### src/rtl/bcd_conv_multi.sv
// bcd_conv_multi: CH-channel shift-add-3 binary to packed-BCD converter with
// valid/ready request, overflow saturation, and optional blanking (BCD_LEAD_BLANK_EN).
// Ports: sys_clk, sys_rst_n, in_valid/in_ready, data -> out_valid, busy,
//        bcd_data, ovf, blank_mask.
module bcd_conv_multi #(
  parameter int DATA_W = 16,
  parameter int DIGITS = 5,
  parameter int CH     = 2
) (
  input  logic                     sys_clk,
  input  logic                     sys_rst_n,
  input  logic                     in_valid,
  output logic                     in_ready,
  input  logic [CH*DATA_W-1:0]     data,
  output logic                     out_valid,
  output logic                     busy,
  output logic [CH*DIGITS*4-1:0]   bcd_data,
  output logic [CH-1:0]            ovf,
  output logic [CH*DIGITS-1:0]     blank_mask
);

  localparam int CW = $clog2(DATA_W + 1);
  localparam int AW = DIGITS * 4;

  typedef enum logic [1:0] {
    S_IDLE,
    S_SHIFT,
    S_DONE
  } state_t;

  state_t r_state;
  state_t w_state_nxt;

  logic [CW-1:0]     r_cnt;
  logic [DATA_W-1:0] r_bin [CH];
  logic [AW-1:0]     r_acc [CH];
  logic [CH-1:0]     r_ovf_work;

  logic [CH*AW-1:0]  r_bcd;
  logic [CH-1:0]     r_ovf;

  logic [AW-1:0]     w_corr    [CH];
  logic [AW-1:0]     w_acc_nxt [CH];
  logic [DATA_W-1:0] w_bin_nxt [CH];
  logic [CH-1:0]     w_carry;
  logic [CH-1:0]     w_ovf_nxt;
  logic [AW-1:0]     w_res     [CH];
  logic              w_last;
  logic              w_accept;

  assign w_last   = (r_cnt == CW'(DATA_W - 1));
  assign w_accept = (r_state == S_IDLE) && in_valid;

  always_ff @(posedge sys_clk or negedge sys_rst_n) begin
    if (!sys_rst_n) r_state <= S_IDLE;
    else            r_state <= w_state_nxt;
  end

  always_comb begin
    w_state_nxt = r_state;
    in_ready    = 1'b0;
    busy        = 1'b0;
    out_valid   = 1'b0;
    unique case (r_state)
      S_IDLE: begin
        in_ready = 1'b1;
        if (in_valid) w_state_nxt = S_SHIFT;
      end
      S_SHIFT: begin
        busy = 1'b1;
        if (w_last) w_state_nxt = S_DONE;
      end
      S_DONE: begin
        busy        = 1'b1;
        out_valid   = 1'b1;
        w_state_nxt = S_IDLE;
      end
      default: w_state_nxt = S_IDLE;
    endcase
  end

  // One double-dabble step per channel; the carry out of the top
  // digit means the value cannot fit in DIGITS decimal digits.
  always_comb begin
    for (int k = 0; k < CH; k++) begin
      w_corr[k] = r_acc[k];
      for (int i = 0; i < DIGITS; i++) begin
        if (r_acc[k][i*4 +: 4] >= 4'd5)
          w_corr[k][i*4 +: 4] = r_acc[k][i*4 +: 4] + 4'd3;
      end
      {w_carry[k], w_acc_nxt[k], w_bin_nxt[k]} =
        {w_corr[k], r_bin[k], 1'b0};
      w_ovf_nxt[k] = r_ovf_work[k] | w_carry[k];
      w_res[k] = w_ovf_nxt[k] ? {DIGITS{4'h9}} : w_acc_nxt[k];
    end
  end

`ifdef BCD_LEAD_BLANK_EN
  logic [CH*DIGITS-1:0] r_blank;
  logic [CH*DIGITS-1:0] w_blank;
  logic                 w_zero;

  // Walk down from the top digit; a digit blanks while all digits
  // from it upward are zero. Digit 0 always stays visible.
  always_comb begin
    w_blank = '0;
    w_zero  = 1'b1;
    for (int k = 0; k < CH; k++) begin
      w_zero = 1'b1;
      for (int i = DIGITS - 1; i >= 1; i--) begin
        w_zero = w_zero & (w_acc_nxt[k][i*4 +: 4] == 4'd0);
        w_blank[k*DIGITS + i] = w_zero & ~w_ovf_nxt[k];
      end
    end
  end

  always_ff @(posedge sys_clk or negedge sys_rst_n) begin
    if (!sys_rst_n)
      r_blank <= '0;
    else if (r_state == S_SHIFT && w_last)
      r_blank <= w_blank;
  end

  assign blank_mask = r_blank;
`else
  assign blank_mask = '0;
`endif

  always_ff @(posedge sys_clk or negedge sys_rst_n) begin
    if (!sys_rst_n) begin
      r_cnt      <= '0;
      r_ovf_work <= '0;
      r_bcd      <= '0;
      r_ovf      <= '0;
      for (int k = 0; k < CH; k++) begin
        r_bin[k] <= '0;
        r_acc[k] <= '0;
      end
    end else if (w_accept) begin
      r_cnt      <= '0;
      r_ovf_work <= '0;
      for (int k = 0; k < CH; k++) begin
        r_bin[k] <= data[k*DATA_W +: DATA_W];
        r_acc[k] <= '0;
      end
    end else if (r_state == S_SHIFT) begin
      r_cnt      <= r_cnt + 1'b1;
      r_ovf_work <= w_ovf_nxt;
      for (int k = 0; k < CH; k++) begin
        r_bin[k] <= w_bin_nxt[k];
        r_acc[k] <= w_acc_nxt[k];
      end
      // Results land with the final shift so they are stable
      // for the whole DONE cycle.
      if (w_last) begin
        r_ovf <= w_ovf_nxt;
        for (int k = 0; k < CH; k++)
          r_bcd[k*AW +: AW] <= w_res[k];
      end
    end
  end

  assign bcd_data = r_bcd;
  assign ovf      = r_ovf;

endmodule
### config.mk
export PLATFORM = sky130hd
export DESIGN_NAME = bcd_conv_multi
export DESIGN_NICKNAME = d
export VERILOG_FILES = /design/src/rtl/bcd_conv_multi.sv
export SDC_FILE = /design/constraint.sdc
export NUM_CORES = 1
export LEC_CHECK = 0
export ABC_AREA = 1
export BUFFER_PORTS_ARGS = -buffer_cell sky130_fd_sc_hd__buf_2
export CAP_MARGIN = 25
export CORE_UTILIZATION = 30
export CTS_CLUSTER_SIZE = 14
export DETAILED_ROUTE_END_ITERATION = 10
export GPL_TIMING_DRIVEN = 0
export MAX_ROUTING_LAYER = met4
export SETUP_SLACK_MARGIN = 0.05
export SLEW_MARGIN = 20
export SYNTH_ARGS = -nofsm -noshare
export SYNTH_HDL_FRONTEND = slang
export SYNTH_SLANG_ARGS = --single-unit
### constraint.sdc
create_clock -name sys_clk -period 1.6 [get_ports sys_clk]
set_input_delay 0.16 -clock sys_clk [delete_from_list [all_inputs] [get_ports sys_clk]]
set_output_delay 0.16 -clock sys_clk [all_outputs]
set_load 0.02 [all_outputs]
==> results.md, run 1 <==
- Outcome: finished with violations
- Violated checks: setup timing
- Diode count: 0
- Final GP Congestion: 0.831
- MaxCap Viol Count: 0
- Root Driver: clkbuf_16
- F_max: 0.561 GHz
- Clk pwr share: 0.312
- Hold Path End: r_bin[15]$_DFFE_PN0P_
- Crit path max-delay cell type: dfrtp_1
- Post-DRT Antenna Nets: 0
- Crit-path cells: ha_2, nand2_1, nor2_1, ha_2, inv_2, nor2_4, buf_8, buf_8, buf_6, nand2_2, nand3_2
- Max incr delay on CP: 0.35 ns
- Number of synthesized flops with an enable pin: 0
- Vias in the first global route: 5,477
- Clock skew: 0.0136 ns
- Post-synth top area cell: dfrtp_1
- Maximum VDD drop: 756 uV
- Hold path depth: 3
- Switching Share: 0.360
- Internal power: 0.00792 W
- Part of the Yosys area used for sequential elements: 0.485
- Synth Flop Type: dfrtp_1
- Starting utilization of the core area: 0.310
- Max FO, Critical Path: 6
- Die area: 21,700 sq um
- Hold_sp: data[31]
- Crit path launch type: register
- Cell Pwr Density: 1410 nW/um^2
- Layout overhead on the synthesized area: 38.4%
- Vias: 5,746
- Worst-Skew Late Latency: 0.43 ns
- Pins Over Slew Limit: 0
- Sequential share of power: 0.331
- Initial antenna violation count: 0
- Final period util: 1.11
- Yosys reg bits: 123
- Mapped cell area: 6340 sq um
- Cell Area, Placed: 7170 sq um
- Worst flop-to-flop path endpoint: bcd_data[23]$_DFFE_PN0P_
- Min Tclk post-route: 1.78 ns
- Delay-heaviest family, CP: simple AND/OR/NAND/NOR gates
- Fill cells: 2,041
- Dpl ws: -0.308 ns
- First-pass GRT wire length: 27,400 um
- Async S/R FF share, synth: 1.00
- DR WL/cell: 13.6 um
- Die span in x: 147 um
- Core area: 20,500 sq um
- Synth warnings: 0
- Gate power share: 0.357
- Port Buffers: 79
- Num rows: 52
- H-tree depth: 4
- Via density: 4.65
- Non-Filler Instances: 1,237
- PnR worst setup slack: -0.182 ns
- Routed wire length: 16,900 um
- Post-synth top area share: 0.485
- Fin. Hold Viols: 0
- CTS Buf Count: 17
- Share of cells above drive strength 1: 0.264
- Die extent in y: 147 um
- Largest net degree at the start of global routing: 71
- Dominant cells by area after synthesis: dfrtp_1 (49%), nand2_1 (14%), inv_1 (6.6%)
- Hold Crit Class: input pin to register
- RSZ-0062 raised after global routing: yes
- Seq. cell area: 3080 sq um
- Critical path type: register to register
- DR iter-0 viols: 365
- Clk buf depth: 2
- NetSw: 0.00446 W
- Buf/Inv on CP: 4
- Cells after Synth: 786
- Finish-stage setup viols: 42
- Final net count: 1,016
- FF-to-FF Start: r_cnt[1]$_DFFE_PN0P_
- Reg clk slew, reported paths: 0.06 ns
- CP required: 1.96 ns
- Overall Power: 0.0124 W
- Reg2Reg Depth: 11
- Final Instance Area: 8780 sq um
- DP Wirelength: 10,900 um
- Placed cells: 1,145
- Grt total ovfl: 0
- Yosys cell types: 30
- Arrival @ worst endpoint: 2.14 ns
- Static leakage: 4.63 nW
- Io pins: 90
- Sink Count: 123
- Syn Area/Cell: 8.07 sq um
- Global-route usage over all layers: 0.166
- DRC: 0
- CTS tree: built
- Crit end category: register
- Area occupied by multi-input gates: 2910 sq um
- TritonRoute pass-1 iters: 5
- R2r setup slk: -0.18 ns
==> synth_stat cells (all sizes together) (10+ instances only) <==
cell type and count:
o21ai 56, nand2 244, dfrtp 123, o211ai 10, o221ai 18, ha 27, buf 31, nor2 27
nand3 66, nand4 19, inv 115, or2 13
==> worst register-to-register path, stage by stage (launching register included) <==
cell and delay, ns:
dfrtp_1 0.35, ha_2 0.18, nand2_1 0.05, nor2_1 0.12, ha_2 0.20, inv_2 0.04, nor2_4 0.22, buf_8 0.19
buf_8 0.14, buf_6 0.11, nand2_2 0.05, nand3_2 0.07
==> registers in the layout, summed over array words and instances (netlist names) <==
register,count
bcd_data,40
ovf,2
r_acc,40
r_bin,32
r_cnt,5
r_ovf_work,2
r_state,2
==> stage by stage <==
| stage | utilization | hold slack [ns] | TNS, ns |
|---|---|---|---|
| finish | 0.428 | 0.0184 | -5.55 |
| CTS | 0.413 | 0.000850 | -4.54 |
| global placement | 0.348 | 0.373 | -194.49 |
| floorplan | - | -0.136 | 0 |
| global route | 0.428 | 0.0463 | -10.88 |
| detailed placement | 0.350 | 0.121 | -23.61 |
==> how the worst max path moves through the flow <==
stage | startpoint | to | depth (start not counted) | slack (ns)
detailed placement | r_state[1]$_DFFE_PN0P_ | bcd_data[32]$_DFFE_PN0P_ | 8 | -0.31
global route | r_cnt[1]$_DFFE_PN0P_ | bcd_data[31]$_DFFE_PN0P_ | 12 | -0.32
global placement | sys_rst_n | bcd_data[9]$_DFFE_PN0P_ | 1 | -1.40
floorplan | r_cnt[1]$_DFFE_PN0P_ | bcd_data[8]$_DFFE_PN0P_ | 10 | 0.06
finish | r_cnt[1]$_DFFE_PN0P_ | bcd_data[23]$_DFFE_PN0P_ | 11 | -0.18
CTS | r_cnt[0]$_DFFE_PN0P_ | bcd_data[32]$_DFFE_PN0P_ | 10 | -0.17
==> area by class of cell <==
| cell class | count | area share |
|---|---|---|
| Clock buffer | 22 | 0.0540 |
| Inverter | 116 | 0.0509 |
| Sequential cell | 123 | 0.351 |
| Clock inverter | 10 | 0.0133 |
| Buffer | 38 | 0.0415 |
| Multi-Input combinational cell | 518 | 0.331 |
| Tap cell | 270 | 0.0385 |
| Timing Repair Buffer | 140 | 0.120 |
==> per-layer routing <==
metal,vias to the layer above,part of all wire,GRT usage
met5,-,0,-
met2,140,0.48,0.262
met4,0,0.018,0.0536
met1,2724,0.45,0.209
li1,2858,-,-
met3,24,0.049,0.0426
==> cells in the final DEF (no fill, tap or decap), drive strengths merged <==
cell / n
a22o: 1
clkinvlp: 5
dlygate4sd3: 31
dfrtp: 123
a21oi: 8
o211ai: 10
o221ai: 18
inv: 115
buf: 138
nand2: 244
a21boi: 9
a31oi: 1
o22ai: 5
nor2: 27
and2: 1
clkinv: 4
nand3: 66
o21ai: 56
clkbuf: 31
nor3: 3
conb: 10
ha: 27
or2: 13
nand4: 19
bufinv: 2
==> power by group through the flow <==
stage | clock (W) | sequential, W | combinational [W]
global route | 0.00406 | 0.00416 | 0.00495
global placement | 0 | 0.00412 | 0.00348
finish | 0.00386 | 0.00409 | 0.00442
detailed placement | 0 | 0.00413 | 0.00355
floorplan | 0 | 0.00408 | 0.00258
CTS | 0.00393 | 0.00408 | 0.00397
==> cell families (layout without fill, tap and decap cells) <==
logic type                 after synthesis  after routing  share of synthesized area
other                                    1             10                   0.000591
buffers and inverters                  154            326                      0.106
DFF                                    123            123                      0.485
and+or+nand+nor                        373            373                      0.250
adders and majority gates               27             27                     0.0533
AOI/OAI and AO/OA                      108            108                      0.105
==> repair_timing <==
action | in CTS | in global routing
gates resized for setup | 66 | 74
hold buffers | 31 | 0
hold endpoints to repair | 83 | 0
setup endpoints to repair | 120 | 97
setup buffers | 19 | 7
pin swaps | 11 | 24
gates cloned | 1 | 2
No activity file was read; power rests on OpenSTA's default activity.
==> run 2: changes to the inputs <==
--- a/config.mk
+++ b/config.mk
@@ -8,11 +8,15 @@
 export ABC_AREA = 1
 export BUFFER_PORTS_ARGS = -buffer_cell sky130_fd_sc_hd__buf_2
 export CAP_MARGIN = 25
+export CELL_PAD_IN_SITES_DETAIL_PLACEMENT = 1
+export CELL_PAD_IN_SITES_GLOBAL_PLACEMENT = 1
 export CORE_UTILIZATION = 30
 export CTS_CLUSTER_SIZE = 14
 export DETAILED_ROUTE_END_ITERATION = 10
 export GPL_TIMING_DRIVEN = 0
 export MAX_ROUTING_LAYER = met4
+export PLACE_DENSITY_LB_ADDON = 0.1
+export REMOVE_ABC_BUFFERS = 1
 export SETUP_SLACK_MARGIN = 0.05
 export SLEW_MARGIN = 20
 export SYNTH_ARGS = -nofsm -noshare
==> run 2 against run 1 <==
The flow still finishes with violations (setup timing). Flip-flop and latch count stayed put. Sequential power about the same. Setup slack got worse by 0.035 ns. Routed wire length up 16%. Total power rose by 2.8%. Die area stayed put. Count of clock-buffer cells in the layout up 1. Register-to-register slack worse by 0.03 ns. Utilization grew 0.67 points. Final cell count down 1.5%. Largest cell class unchanged. Largest power group unchanged. Highest routed layer unchanged.
==> results.md, run 2 (synthesis gave the netlist of run 1 again) <==
- Hold path depth: 3 (unchanged)
- Reg2Reg Depth: 11 (unchanged)
- Final Instance Area: 8910 sq um (+1.6%)
- Arrival @ worst endpoint: 2.12 ns (-0.02 ns)
- Pins Over Slew Limit: 0 (unchanged)
- Finish-stage setup viols: 43 (+2.4%)
- Hold Crit Class: input pin to register
- First-pass GRT wire length: 32,100 um (+17%)
- Post-Route Utilization: 0.435 (+0.00672)
- Initial antenna violation count: 0 (unchanged)
- TritonRoute pass-1 iters: 4 (-1)
- Setup TNS: -7.43 ns (-1.88 ns)
- Non-Filler Instances: 1,219 (-1.5%)
- Most frequent cells in the layout: nand2_1 (203), dfrtp_1 (123), inv_1 (101)
- Sink Count: 123 (unchanged)
- Crit path launch type: register
- CP required: 1.91 ns (-0.05 ns)
- Die area: 21,700 sq um (unchanged)
- Reg clk slew, reported paths: 0.06 ns (about the same)
- Vias in the first global route: 6,176 (+13%)
- F_max: 0.550 GHz (-1.9%)
- Io pins: 90 (unchanged)
- Port Buffers: 79 (unchanged)
- Outcome: finished with violations
- Die extent in y: 147 um (unchanged)
- Global-route usage over all layers: 0.197 (+0.0304)
- Static leakage: 4.63 nW (about the same)
- Placed cells: 1,109 (-3.1%)
- Share of cells above drive strength 1: 0.272 (+0.00816)
- Final GP Congestion: 0.831 (about the same)
- Cell Pwr Density: 1430 nW/um^2 (+1.2%)
- Largest net degree at the start of global routing: 90 (+27%)
- CTS tree: built
- CTS Buf Count: 17 (unchanged)
- Fin. Hold Viols: 0 (unchanged)
- Vias: 5,782 (+0.63%)
- Commonest non-fill, non-tap cell in the layout: nand2_1
- DRC: 0 (unchanged)
- Clock skew: 0.00625 ns (-0.00732 ns)
- Final period util: 1.14 (+0.0216)
- Max FO, Critical Path: 7 (+1)
- Clk buf depth: 2 (unchanged)
- Post-DRT Antenna Nets: 0 (unchanged)
- PnR worst setup slack: -0.217 ns (-0.0345 ns)
- DR iter-0 viols: 146 (-60%)
- H-tree depth: 4 (unchanged)
- Num rows: 52 (unchanged)
- Critical path type: register to register
- Grt total ovfl: 0 (unchanged)
- Die span in x: 147 um (unchanged)
- Diode count: 0 (unchanged)
- Overall Power: 0.0127 W (+2.8%)
- Starting utilization of the core area: 0.310 (unchanged)
- Maximum VDD drop: 679 uV (-10%)
- Root Driver: clkbuf_16
- MaxCap Viol Count: 0 (unchanged)
- DP Wirelength: 10,800 um (-1.2%)
- Worst-Skew Late Latency: 0.42 ns (about the same)
- Min Tclk post-route: 1.82 ns (+0.0345 ns)
- Final net count: 1,000 (-1.6%)
- Routed wire length: 19,500 um (+16%)
- RSZ-0062 raised after global routing: yes
- Via density: 4.74 (+2.1%)
- Core area: 20,500 sq um (unchanged)
- DR WL/cell: 16.0 um (+17%)
- Cell Area, Placed: 6970 sq um (-2.8%)
- Crit end category: register
- Layout overhead on the synthesized area: 40.5%
- Violated checks: setup timing
## run 2: cell types whose count changed in the layout (fill, tap and decap cells not counted), moves of 6 or more
cell,change
a21boi_0,-6
buf_4,-11
buf_6,-6
buf_8,-8
clkbuf_2,-6
nand2_1,-24
nand2_2,+13
nand2_4,+12
o21ai_0,+6
o21ai_1,-7
## run 2: area by class of cell
type                    instances  area [sq um]
clock inverters                 7           115
repair inverters                3          52.6
multi-input cells             523          3080
clock buffers                  23           478
flip-flops and latches        123          3080
inverters                     116           484
well taps                     270           338
repair buffers                154          1290
fillers                      2378         11600
## run 2: where the power goes
| group | switching (W) | internal (W) | leakage, nW |
|---|---|---|---|
| combinational | 0.00286 | 0.00181 | 2.68 |
| sequential | 0.000338 | 0.00376 | 1.67 |
| clock | 0.00141 | 0.00255 | 0.285 |
| total | 0.00460 | 0.00812 | 4.63 |
## run 2: final timing paths
kind,slack [ns],start,to
min,0.01,data[14],r_bin[30]$_DFFE_PN0P_
max in group asynchronous,0.61,sys_rst_n,r_bin[6]$_DFFE_PN0P_
max reg2reg,-0.22,r_cnt[0]$_DFFE_PN0P_,bcd_data[17]$_DFFE_PN0P_
min reg2reg,0.48,bcd_data[34]$_DFFE_PN0P_,bcd_data[34]$_DFFE_PN0P_
min in group asynchronous,0.21,sys_rst_n,bcd_data[27]$_DFFE_PN0P_
max,-0.22,r_cnt[0]$_DFFE_PN0P_,bcd_data[17]$_DFFE_PN0P_
## run 2: routing by layer
layer | global-route usage | share of wire | routed length (um)
met5 | - | 0 | 0
met4 | 0.0655 | 0.018 | 361
met3 | 0.0299 | 0.025 | 479
met2 | 0.338 | 0.51 | 10000
met1 | 0.235 | 0.44 | 8630
## run 2: repair_timing
action | in CTS | in global routing
hold buffers | 31 | 0
endpoints found under the setup margin | 122 | 97
pin swaps | 22 | 15
gates resized for setup | 76 | 87
endpoints found under the hold margin | 64 | 0
gates cloned | 12 | 0
setup buffers | 33 | 4
## run 2: worst max-delay path, stage by stage, from the launching register on
cell and delay [ns]:
dfrtp_1 0.35, ha_2 0.20, nand2_2 0.06, nor2_2 0.10, ha_2 0.21, inv_2 0.07
nor2_4 0.14, buf_12 0.18, buf_12 0.16, nand2_8 0.10, nand2_1 0.08, inv_1 0.04
## run 2: through the flow
step | worst slack [ns] | hold WS [ns]
3_5_place_dp | -1.58 | 0.0530
2_1_floorplan | -0.913 | -0.136
5_1_grt | -0.328 | 0.0240
6_report | -0.217 | 0.0122
3_3_place_gp | -2.10 | 0.372
4_1_cts | -0.197 | 0.00371
==> run 3: changes to the inputs <==
--- a/config.mk
+++ b/config.mk
@@ -5,7 +5,6 @@
 export SDC_FILE = /design/constraint.sdc
 export NUM_CORES = 1
 export LEC_CHECK = 0
-export ABC_AREA = 1
 export BUFFER_PORTS_ARGS = -buffer_cell sky130_fd_sc_hd__buf_2
 export CAP_MARGIN = 25
 export CELL_PAD_IN_SITES_DETAIL_PLACEMENT = 1
==> run 3 against run 2 <==
The run still ends with setup timing left. Register-to-register slack better by 0.11 ns. Maximum frequency rose by 6.7%. Area after synthesis rose by 0.55%. Count of clock-buffer cells in the layout is 3 lower. Sequential share of layout area down 2.7 points. Clock skew is 0.0065 ns higher. Worst hold slack improved by 0.21 ns. Final cell count decreased by 6.8%. Total power grew 52%. Setup slack better by 0.11 ns. Largest power group unchanged.
==> results.md, run 3 <==
- Die area: 21,800 sq um (+0.54%)
- Routed wire length: 22,300 um (+14%)
- Die extent in y: 148 um (+0.27%)
- Reg clk slew, reported paths: 0.07 ns (about the same)
- Crit end category: register
- Post-DRT Antenna Nets: 0 (unchanged)
- Mapped cell area: 6380 sq um (+0.55%)
- Final period util: 1.06 (-0.0710)
- Synth Flop Type: dfrtp_1
- Syn Area/Cell: 9.37 sq um (+16%)
- DRC: 0 (unchanged)
- Yosys reg bits: 123 (unchanged)
- Core area: 20,600 sq um (+0.32%)
- Async S/R FF share, synth: 1.00 (unchanged)
- PnR worst setup slack: -0.103 ns (+0.114 ns)
- Hold Crit Class: input pin to asynchronous set/reset pin
- Crit path top cell by count: and3_4
- Pins Over Slew Limit: 0 (unchanged)
- Maximum VDD drop: 969 uV (+43%)
- DP Wirelength: 10,600 um (-1.7%)
- Share of cells above drive strength 1: 0.389 (+0.117)
- Layout overhead on the synthesized area: 52.3%
- Fin. Hold Viols: 0 (unchanged)
- Initial antenna violation count: 0 (unchanged)
- Max FO, Critical Path: 7 (unchanged)
- Post-synth top area cell: dfrtp_1
- Via density: 5.03 (+6.1%)
- Final GP Congestion: 0.779 (-6.2%)
- Post-synth top area share: 0.483 (-0.00266)
- Crit path launch type: register
- Root Driver: clkbuf_16
- Worst flop-to-flop path endpoint: bcd_data[38]$_DFFE_PN0P_
- First-pass GRT wire length: 32,700 um (+1.9%)
- Synth cell count leaders: dfrtp_1 (123), nand2_1 (77), o21ai_0 (62)
- Cell Pwr Density: 2000 nW/um^2 (+40%)
- Max incr delay on CP: 0.37 ns (+0.02 ns)
- CTS Buf Count: 17 (unchanged)
- Most frequent cells in the layout: dfrtp_1 (111), buf_2 (76), nand2_1 (67)
- RSZ-0062 raised after global routing: yes
- Clk buf depth: 2 (unchanged)
- Final net count: 915 (-8.5%)
- Reg2Reg Depth: 6 (-5)
- Die span in x: 148 um (+0.27%)
- Vias in the first global route: 5,861 (-5.1%)
- Finish-stage setup viols: 66 (+53%)
- R2r setup slk: -0.10 ns (+0.11 ns)
- Arrival @ worst endpoint: 2.05 ns (-0.07 ns)
- Fill cells: 2,295 (-3.5%)
- Worst-Skew Late Latency: 0.43 ns (about the same)
- Static leakage: 4.30 nW (-7.1%)
- Grt total ovfl: 0 (unchanged)
- Port Buffers: 79 (unchanged)
- Part of the Yosys area used for sequential elements: 0.483 (-0.00266)
- Largest net degree at the start of global routing: 75 (-17%)
- Crit path max-delay cell type: dfrtp_1
- Commonest non-fill, non-tap cell in the layout: dfrtp_1
- Setup TNS: -2.17 ns (+5.26 ns)
- Synth warnings: 0 (unchanged)
- Cells after Synth: 681 (-13%)
- FF-to-FF Start: r_cnt[0]$_DFFE_PN0P_
- MaxCap Viol Count: 0 (unchanged)
- DR iter-0 viols: 219 (+50%)
- DR WL/cell: 19.6 um (+23%)
- Dominant cells by area after synthesis: dfrtp_1 (48%), ha_1 (5.3%), mux2i_1 (5.2%)
- Sink Count: 123 (unchanged)
- Number of synthesized flops with an enable pin: 0 (unchanged)
- H-tree depth: 4 (unchanged)
- Starting utilization of the core area: 0.310 (+0.000725)
- CTS tree: built
- TritonRoute pass-1 iters: 4 (unchanged)
- F_max: 0.587 GHz (+6.7%)
- Min Tclk post-route: 1.70 ns (-0.114 ns)
- Min Hold Slack: 0.224 ns (+0.211 ns)
- Violated checks: setup timing
- Vias: 5,715 (-1.2%)
- Clock skew: 0.0127 ns (+0.00648 ns)
- Yosys cell types: 37 (+23%)
- Global-route usage over all layers: 0.203 (+0.00587)
- Count leader, synth: dfrtp_1
- CP required: 1.95 ns (+0.04 ns)
- Num rows: 52 (unchanged)
- Critical path type: register to register
- Outcome: finished with violations
- Diode count: 0 (unchanged)
- Io pins: 90 (unchanged)
- Crit-path cells: ha_2, and3_4, ha_4, and3_4, o211ai_1, o21ai_1
-- run 3: cell types whose count changed after synthesis, sizes merged, moves of 20 or more --
cell	change
a21oi	+38
a31oi	+31
clkbuf	+21
inv	-84
mux2i	+33
nand2	-167
nand3	-35
nor2	+22
nor3b	+20
-- run 3: worst max-delay path by stage --
stage / from / to / slack, ns / cells past startpoint
detailed placement: r_state[1]$_DFFE_PN0P_ / r_state[0]$_DFFE_PN0P_ / -1.39 / 7
CTS: r_cnt[0]$_DFFE_PN0P_ / bcd_data[22]$_DFFE_PN0P_ / -0.06 / 6
floorplan: r_state[1]$_DFFE_PN0P_ / bcd_data[33]$_DFFE_PN0P_ / -3.03 / 4
global route: r_cnt[0]$_DFFE_PN0P_ / bcd_data[38]$_DFFE_PN0P_ / -0.19 / 6
global placement: r_state[1]$_DFFE_PN0P_ / bcd_data[34]$_DFFE_PN0P_ / -5.52 / 4
finish: r_cnt[0]$_DFFE_PN0P_ / bcd_data[38]$_DFFE_PN0P_ / -0.10 / 6
-- run 3: what timing repair did --
item	4_1_cts	5_1_grt
resized for setup	87	134
pin swaps	20	32
gates cloned	13	12
hold endpoints to repair	81	0
hold buffers	33	0
buffers inserted	29	28
setup endpoints to repair	122	122
-- run 3: area by class of cell --
type                            count  area [sq um]  share of cell area
Clock buffer                       20           467              0.0480
Clock inverter                     12           115              0.0118
Inverter                           31           120              0.0124
Multi-Input combinational cell    487          3670               0.378
Sequential cell                   123          3090               0.318
Tap cell                          270           338              0.0348
Timing Repair Buffer              192          1900               0.196
Timing Repair inverter              1          7.51            0.000773
-- run 3: layer usage --
metal	vias up	routed length (um)	global-route usage
li1	2734	-	-
met1	2858	9940	0.251
met2	92	11300	0.331
met3	31	556	0.0343
met4	0	500	0.0768
met5	-	0	-
-- run 3: cell families (layout without fill, tap and decap cells) --
family,after synthesis,after routing,synth area share
simple gates,211,218,0.157
compound gates,193,193,0.184
flops,123,123,0.483
buf+inv,87,256,0.0622
mux,36,36,0.0571
fa+ha+maj,27,27,0.0530
xor+xnor,3,3,0.00412
other cells,1,10,0.000588
-- run 3: per-stage QoR --
| stage | worst slack, ns | instances | util | total power [W] | cell area (sq um) |
|---|---|---|---|---|---|
| after floorplan | -3.03 | 634 | - | 0.00909 | 6130 |
| after global routing | -0.189 | 1136 | 0.472 | 0.0206 | 9710 |
| after detailed placement | -1.39 | 990 | 0.343 | 0.0113 | 7050 |
| after global placement | -5.52 | 983 | 0.334 | 0.0100 | 6870 |
| after CTS | -0.0632 | 1097 | 0.426 | 0.0172 | 8760 |
| final | -0.103 | 1136 | 0.472 | 0.0194 | 9710 |
-- run 3: critical path, delay by kind of cell, from the launching register on --
kind                       cells  cell delay, ns
AOI/OAI and AO/OA              2            0.34
DFF                            1            0.37
and+or+nand+nor                2            0.51
adders and majority gates      2            0.41
-- run 3: where the power goes --
part	switching, W	internal, W	leakage, nW	total (W)
clock	0.00157	0.00227	0.267	0.00384
sequential	0.00112	0.00411	1.59	0.00523
combinational	0.00520	0.00512	2.44	0.0103
total	0.00788	0.0115	4.30	0.0194
